--- src/rtl/filtro_pkg.sv ---
// Shared definitions for the filter sequencer and datapath muxes:
// operand select codes, sequencer state encoding and operand count.
package filtro_pkg;

  localparam int unsigned N_OPS = 6;

  localparam logic [3:0] SEL_U    = 4'b0000;
  localparam logic [3:0] SEL_A    = 4'b0001;
  localparam logic [3:0] SEL_B    = 4'b0010;
  localparam logic [3:0] SEL_C    = 4'b0101;
  localparam logic [3:0] SEL_D    = 4'b0110;
  localparam logic [3:0] SEL_E    = 4'b0111;
  localparam logic [3:0] SEL_IDLE = 4'b1111;

  typedef enum logic [1:0] {
    ST_IDLE,
    ST_ISSUE,
    ST_DRAIN,
    ST_LOAD
  } state_t;

  function automatic logic [3:0] sel_code(input logic [2:0] step);
    case (step)
      3'd0:    sel_code = SEL_U;
      3'd1:    sel_code = SEL_A;
      3'd2:    sel_code = SEL_B;
      3'd3:    sel_code = SEL_C;
      3'd4:    sel_code = SEL_D;
      3'd5:    sel_code = SEL_E;
      default: sel_code = SEL_IDLE;
    endcase
  endfunction

endpackage

--- src/rtl/filtro_seq_dly.sv ---
// Bit delay line of configurable depth; depth 0 is a plain wire.
module filtro_dly #(
  parameter int unsigned DEPTH = 1
) (
  input  logic clk,
  input  logic reset,
  input  logic d,
  output logic q
);

  if (DEPTH == 0) begin : g_pass
    assign q = d;
  end else begin : g_pipe
    logic [DEPTH-1:0] pipe;

    always_ff @(posedge clk) begin
      if (reset) begin
        pipe <= '0;
      end else begin
        pipe[0] <= d;
        for (int unsigned i = 1; i < DEPTH; i++) begin
          pipe[i] <= pipe[i-1];
        end
      end
    end

    assign q = pipe[DEPTH-1];
  end

endmodule

--- src/rtl/filtro_seq.sv ---
// Operand/accumulator sequencer for the shared-multiplier filter.
// Optional FILTRO_OVERRUN_EN adds the overrun pulse output.
module filtro_seq
  import filtro_pkg::*;
#(
  parameter int unsigned MULT_LAT = 1,
  parameter int unsigned N_OPS    = filtro_pkg::N_OPS
) (
  input  logic       clk,
  input  logic       reset,
  input  logic       start,
  output logic [3:0] selec,
  output logic       acc_clr,
  output logic       acc_en,
  output logic       out_load,
  output logic       shift_en,
  output logic       busy,
  output logic       done
`ifdef FILTRO_OVERRUN_EN
  ,
  output logic       overrun
`endif
);

  localparam logic [2:0] LAST_STEP  = 3'(N_OPS - 1);
  localparam logic [1:0] LAST_DRAIN = 2'((MULT_LAT == 0) ? 0 : MULT_LAT - 1);

  state_t     state, state_nxt;
  logic [2:0] step, step_nxt;
  logic [1:0] drain_cnt, drain_nxt;
  logic       step_valid, step_first;

  always_ff @(posedge clk) begin
    if (reset) begin
      state     <= ST_IDLE;
      step      <= '0;
      drain_cnt <= '0;
    end else begin
      state     <= state_nxt;
      step      <= step_nxt;
      drain_cnt <= drain_nxt;
    end
  end

  always_comb begin
    state_nxt = state;
    step_nxt  = step;
    drain_nxt = drain_cnt;
    case (state)
      ST_IDLE: begin
        if (start) begin
          state_nxt = ST_ISSUE;
          step_nxt  = '0;
        end
      end
      ST_ISSUE: begin
        if (step == LAST_STEP) begin
          step_nxt  = '0;
          drain_nxt = '0;
          state_nxt = (MULT_LAT > 0) ? ST_DRAIN : ST_LOAD;
        end else begin
          step_nxt = step + 3'd1;
        end
      end
      ST_DRAIN: begin
        if (drain_cnt == LAST_DRAIN) begin
          state_nxt = ST_LOAD;
        end else begin
          drain_nxt = drain_cnt + 2'd1;
        end
      end
      ST_LOAD: state_nxt = ST_IDLE;
      default: state_nxt = ST_IDLE;
    endcase
  end

  always_comb begin
    selec = SEL_IDLE;
    if (state == ST_ISSUE) begin
      selec = sel_code(step);
    end
  end

  assign busy     = (state != ST_IDLE);
  assign out_load = (state == ST_LOAD);
  assign shift_en = (state == ST_LOAD);
  assign done     = (state == ST_LOAD);

  // Strobes are aligned to when each product leaves the multiplier pipeline.
  assign step_valid = (state == ST_ISSUE);
  assign step_first = step_valid && (step == '0);

  filtro_dly #(.DEPTH(MULT_LAT)) u_dly_en (
    .clk   (clk),
    .reset (reset),
    .d     (step_valid),
    .q     (acc_en)
  );

  filtro_dly #(.DEPTH(MULT_LAT)) u_dly_clr (
    .clk   (clk),
    .reset (reset),
    .d     (step_first),
    .q     (acc_clr)
  );

`ifdef FILTRO_OVERRUN_EN
  logic overrun_seen;

  always_ff @(posedge clk) begin
    if (reset) begin
      overrun      <= 1'b0;
      overrun_seen <= 1'b0;
    end else begin
      overrun <= start && busy;
      if (start && busy) begin
        overrun_seen <= 1'b1;
      end
    end
  end
`endif

endmodule

--- config.mk ---
export PLATFORM = sky130hd
export DESIGN_NAME = filtro_seq
export DESIGN_NICKNAME = d
export VERILOG_FILES = /design/src/rtl/filtro_pkg.sv /design/src/rtl/filtro_seq_dly.sv /design/src/rtl/filtro_seq.sv
export SDC_FILE = /design/constraint.sdc
export NUM_CORES = 1
export LEC_CHECK = 0
export ABC_AREA = 1
export BUFFER_PORTS_ARGS = -buffer_cell sky130_fd_sc_hd__buf_2
export CORE_UTILIZATION = 35
export CTS_BUF_LIST = sky130_fd_sc_hd__clkbuf_4
export DETAILED_ROUTE_END_ITERATION = 10
export PLACE_DENSITY_LB_ADDON = 0.08
export SYNTH_ARGS = -nofsm -noshare
export SYNTH_HDL_FRONTEND = slang
export SYNTH_HIERARCHICAL = 1
export SYNTH_SLANG_ARGS = --single-unit
--- constraint.sdc ---
create_clock -name clk -period 1.5 [get_ports clk]
set_input_delay 0.075 -clock clk [delete_from_list [all_inputs] [get_ports clk]]
set_output_delay 0.075 -clock clk [all_outputs]
set_load 0.02 [all_outputs]
======== After elaboration in Yosys (flattened, before gate mapping) ========
Index checks and enable logic that the tools add are counted.
word-level totals
  register bits ........................... 9
  latch bits .............................. 0
  RAM bits ................................ 0
  bits in read-only memories .............. 0
  input port bits ......................... 3
  output and inout port bits .............. 10
  word-level logic and storage cells ...... 41
  memories ................................ 0
operators by class
  $add $sub $neg .......................... 2
  $mul .................................... 0
  div/mod/pow operators ................... 0
  order comparisons ....................... 0
  equality and inequality tests ........... 12
  shifts and indexed selects .............. 0
  multiplexer cells ....................... 12
  bitwise gates (word level) .............. 0
  reduce and logical (&&, ||, !) cells .... 10
operators by type and width
  kind                                            count
  one-hot mux 4 bit (6 select lines)              1
  two-way mux 2 bit                               5
  one-hot mux 2 bit (4 select lines)              1
  == test 3 x 2 -> 1 bit (second input constant)  2
  == test 3 bit (second input constant)           2
  two-way mux 3 bit                               2
  != test 2 bit (second input constant)           3
  one-hot mux 3 bit (2 select lines)              1
  AND reduction 3 bit                             2
  nonzero test 2 bit                              3
  == test 2 bit (second input constant)           2
  logical NOT 2 bit                               2
  two-way mux 4 bit                               1
  one-hot mux 2 bit (2 select lines)              1
  adder 3 x 1 -> 3 bit (second input constant)    1
  == test 3 x 1 -> 1 bit (second input constant)  1
  logical NOT 3 bit                               1
  adder 2 x 1 -> 2 bit (second input constant)    1
  == test 2 x 1 -> 1 bit (second input constant)  1
  != test 2 x 1 -> 1 bit (second input constant)  1
  AND reduction 2 bit                             1
  logical AND 1 bit                               1

======== Longest topological paths before layout ========
  depth after elaboration ................. 3
  depth in mapped cells ................... 9
  mapped depth without buffers ............ 9

======== Modules after synthesis ========
The synthesis kept the hierarchy.
by module, submodules not included
  module      times used  cells an instance  area an instance (um^2)  seq. area each (um^2)
  filtro_seq  1           85                 538.0                    140.1
  filtro_dly  2           3                  30.0                     20.0

======== Worst setup path before layout ========
Ideal clock, no wire load.
  path kind ............................... flip-flop to flip-flop
  start ................................... register state[0]
  end ..................................... register step[1]
  library setup time ...................... 0.064 ns
  data arrival time ....................... 1.129 ns
  required time ........................... 1.436 ns
  path slack .............................. 0.307 ns
  stages on the path, launching flop included .. 10
  buffers on the path ..................... 0
  clock period less this slack ............ 1.193 ns
  cells stage by stage .................... dfxtp_1 inv_1 ha_1 inv_2 nand2_2 nand2_2 nand2_1 nor2_1 nor2_1 nor2_1
on the way
  longest elaborated chain between the ends .. 3
  elaborated cells between the ends (all ways) .. 6
  those cells by class .................... 2 x eq/ne; 1 x mux; 3 x reduce/logical
ends and longest elaborated chain
  what                                                                         line              RTL
  start, declared                                                              filtro_seq.sv:28  state_t state, state_nxt;
  start signal, assigned                                                       filtro_seq.sv:39  state <= state_nxt;
  == test 2 x 1 -> 1 bit / logical NOT 2 bit (equally long branches)           filtro_seq.sv:49  case (state)
  nonzero test 2 bit (no source line) / != test 2 bit (equally long branches)  n/a
  AND reduction 2 bit (no source line)                                         n/a
  end signal, assigned                                                         filtro_seq.sv:40  step <= step_nxt;
  end, declared                                                                filtro_seq.sv:29  logic [2:0] step, step_nxt;
Parallel ways exist; a longest one is shown, timed or not.
A chain may end at the register's enable or synchronous reset.

======== Final worst setup path ========
  start ................................... register state[1]
  end ..................................... output port selec[0]
on the way
  longest elaborated chain between the ends .. 2
ends and longest elaborated chain
  what                    line              RTL
  == test 2 x 1 -> 1 bit  n/a
  net step_valid          filtro_seq.sv:31  logic step_valid, step_first;
  two-way mux 4 bit       filtro_seq.sv:79  if (state == ST_ISSUE) begin
  end, declared           filtro_seq.sv:12  output logic [3:0] selec,
The timed path passes the listed nets, and every way through them passes these cells.

==> impl_metrics.json <==
{
  "status": "finished clean",
  "numCtsBuffers": 3,
  "report.final.slew_viol_count": 0,
  "nets": 116,
  "p_leak_nw": 0.3680,
  "drv_cap": 0,
  "netlist_top_cells_area": "dfxtp_1 (30%), ha_1 (13%), nand2_1 (12%)",
  "clock_power_share_pct": 16.3,
  "synth_area_sq_um": 598.1,
  "gp_congestion": 0.7558,
  "start_kind": "flop",
  "stdcell_count": 122,
  "crit_type": "reg -> out",
  "vdd_drop_max_uv": 714.6,
  "dieHeight_microns": 43.34,
  "coreArea_sq_um": 1559,
  "clk_path_buf_depth": 2,
  "synth_fp_nets": 100,
  "setup_slack_ns": 0.1059,
  "area_delta_synth_final_pct": 19.46,
  "clock.fmax_ghz": 0.7173,
  "antenna_left": 0,
  "power.internal_mw": 0.7062,
  "cts_tree": "done",
  "wl_per_cell_microns": 9.246,
  "grt_remaining_overflow": 0,
  "final_area_sq_um": 714.4,
  "start_util_pct": 38.36,
  "drc": 0,
  "root_buffer": "clkbuf_4",
  "num_vias": 556,
  "synth.avg_cell_area_sq_um": 6.572,
  "drt_first_iter_violations": 6,
  "skew_ns": 0.004832,
  "worst_hold_slack_ns": 0.06734,
  "yosysWarnings": 6,
  "io_pins": 13,
  "placed_cell_area_sq_um": 655.6,
  "p_comb_share_pct": 56.3,
  "rsz0062_at_grt": "no",
  "arrival_ns": 1.32,
  "routed_wl_microns": 1128,
  "n_fill_cell": 155,
  "clock_latency_ns": 0.27,
  "die-area_sq_um": 1878,
  "hold_viol_final": 0,
  "yosysTopAreaCellShare_pct": 30.13,
  "layout-drive-gt1-share_pct": 29.25,
  "dp.cells": 116,
  "die_x_microns": 43.34,
  "fp-row-count": 14,
  "synth_seq_cells": 9,
  "final_common_cell": "nand2_1",
  "clk_pin_slew_worst_paths_ns": 0.07,
  "hpwl_microns": 871.4,
  "clock-sinks": 9,
  "synth_top_cell_by_area": "dfxtp_1",
  "setup_viol": 0,
  "cellPowerDensity_nw_per_um2": 1841,
  "tns_ns": 0,
  "syn-instance-count": 91,
  "cp_max_fo": 6,
  "p_seq_share_pct": 27.4,
  "r2r_setup_slack_ns": 0.20,
  "worstMarginPinSlew_ns": 0.2287,
  "port_buffers": 12,
  "grt_antenna_before_repair": 0,
  "final_cell_mix": "nand2_1 (19), inv_1 (15), nor2_1 (15), buf_2 (12), dfxtp_1 (8)",
  "cp.required_ns": 1.42,
  "grt_pass1_vias": 437,
  "h-tree-depth": 1,
  "grt_usage_pct": 13.34,
  "final_util_pct": 45.83,
  "totalPowerFinal_mw": 1.315,
  "timing.final.crit_share_pct": 92.94,
  "hold_class": "in -> reg",
  "pre_cts_ws_ns": 0.1613,
  "insertedDiodeCount": 0,
  "min_period_ns": 1.394,
  "yosysSeqAreaShare_pct": 30.13,
  "synthDistinctLibCells": 15,
  "worstSetupEndpointType": "primary output",
  "power_switching_share_pct": 46.31,
  "grt_first_pass_wirelength_microns": 1807,
  "grt_max_degree": 10,
  "slew_headroom_pct": 84.61,
  "dr.pass1.iters": 3,
  "switchingPower_mw": 0.6092,
  "via_per_inst": 4.557
}
registers in the layout (all words and copies together), names as in the netlist:
name,flops
drain_cnt,2
u_dly_clr/q,1
u_dly_en/q,1
state,2
step,3
synth_stat cells:
library cell	instances
nand3_2	1
buf_4	3
nor2_1	15
nand2_2	2
o21ai_2	1
inv_1	15
nand2_1	19
a21oi_1	5
dfxtp_1	9
ha_1	6
nand3_1	7
nor4_1	1
nand2_4	1
nor2_2	2
inv_2	4
final cells by class:
class / count / area (sq um) / area share [%]
multi-input combinational: 60 / 336.6 / 47.11
sequential: 9 / 181.4 / 25.39
timing repair buffer: 14 / 75.07 / 10.51
inverter: 19 / 71.32 / 9.982
clock buffer: 4 / 30.03 / 4.203
tap: 16 / 20.02 / 2.802
worst max-delay path, stage by stage (launching register included):
cell	delay [ns]
dfxtp_1	0.38
inv_1	0.11
ha_4	0.20
buf_4	0.13
nand3_1	0.07
buf_2	0.16
what timing repair did:
item                                    CTS  global route
hold buffers                              0             0
endpoints found under the setup margin    2             2
gates resized for setup                   2             1
hold endpoints to repair                  0             0
setup buffers                             0             2
logic make-up after synthesis:
logic type                 count (synthesis)  share of synthesized area [%]
and+or+nand+nor                           48                          35.98
buffers and inverters                     22                          15.69
DFF                                        9                          30.13
AOI/OAI and AO/OA                          6                          5.648
adders and majority gates                  6                          12.55
final timing paths:
| path | from | end | cells after the start |
|---|---|---|---|
| max | state[1] | selec[0] | 5 |
| min reg2reg | drain_cnt[1] | drain_cnt[1] | 2 |
| min | reset | u_dly_clr/q | 2 |
| max reg2reg | state[1] | step[1] | 9 |
per-layer routing:
metal  up-vias  track usage [%]  share of wire (%)
met2        11            19.09                 43
met1       239            17.22                 51
met4         0            11.25                2.4
li1        302                -                  -
met3         4            2.500                3.1
met5         -                0                  0
power by group through the flow:
stage / clock (mW) / combinational, mW / sequential, mW
after CTS: 0.223 / 0.719 / 0.358
after floorplan: 0 / 0.545 / 0.366
after detailed placement: 0 / 0.696 / 0.358
after global placement: 0 / 0.699 / 0.356
final: 0.215 / 0.741 / 0.360
after global routing: 0.233 / 0.833 / 0.370
Power figures use the tool's default switching activity.
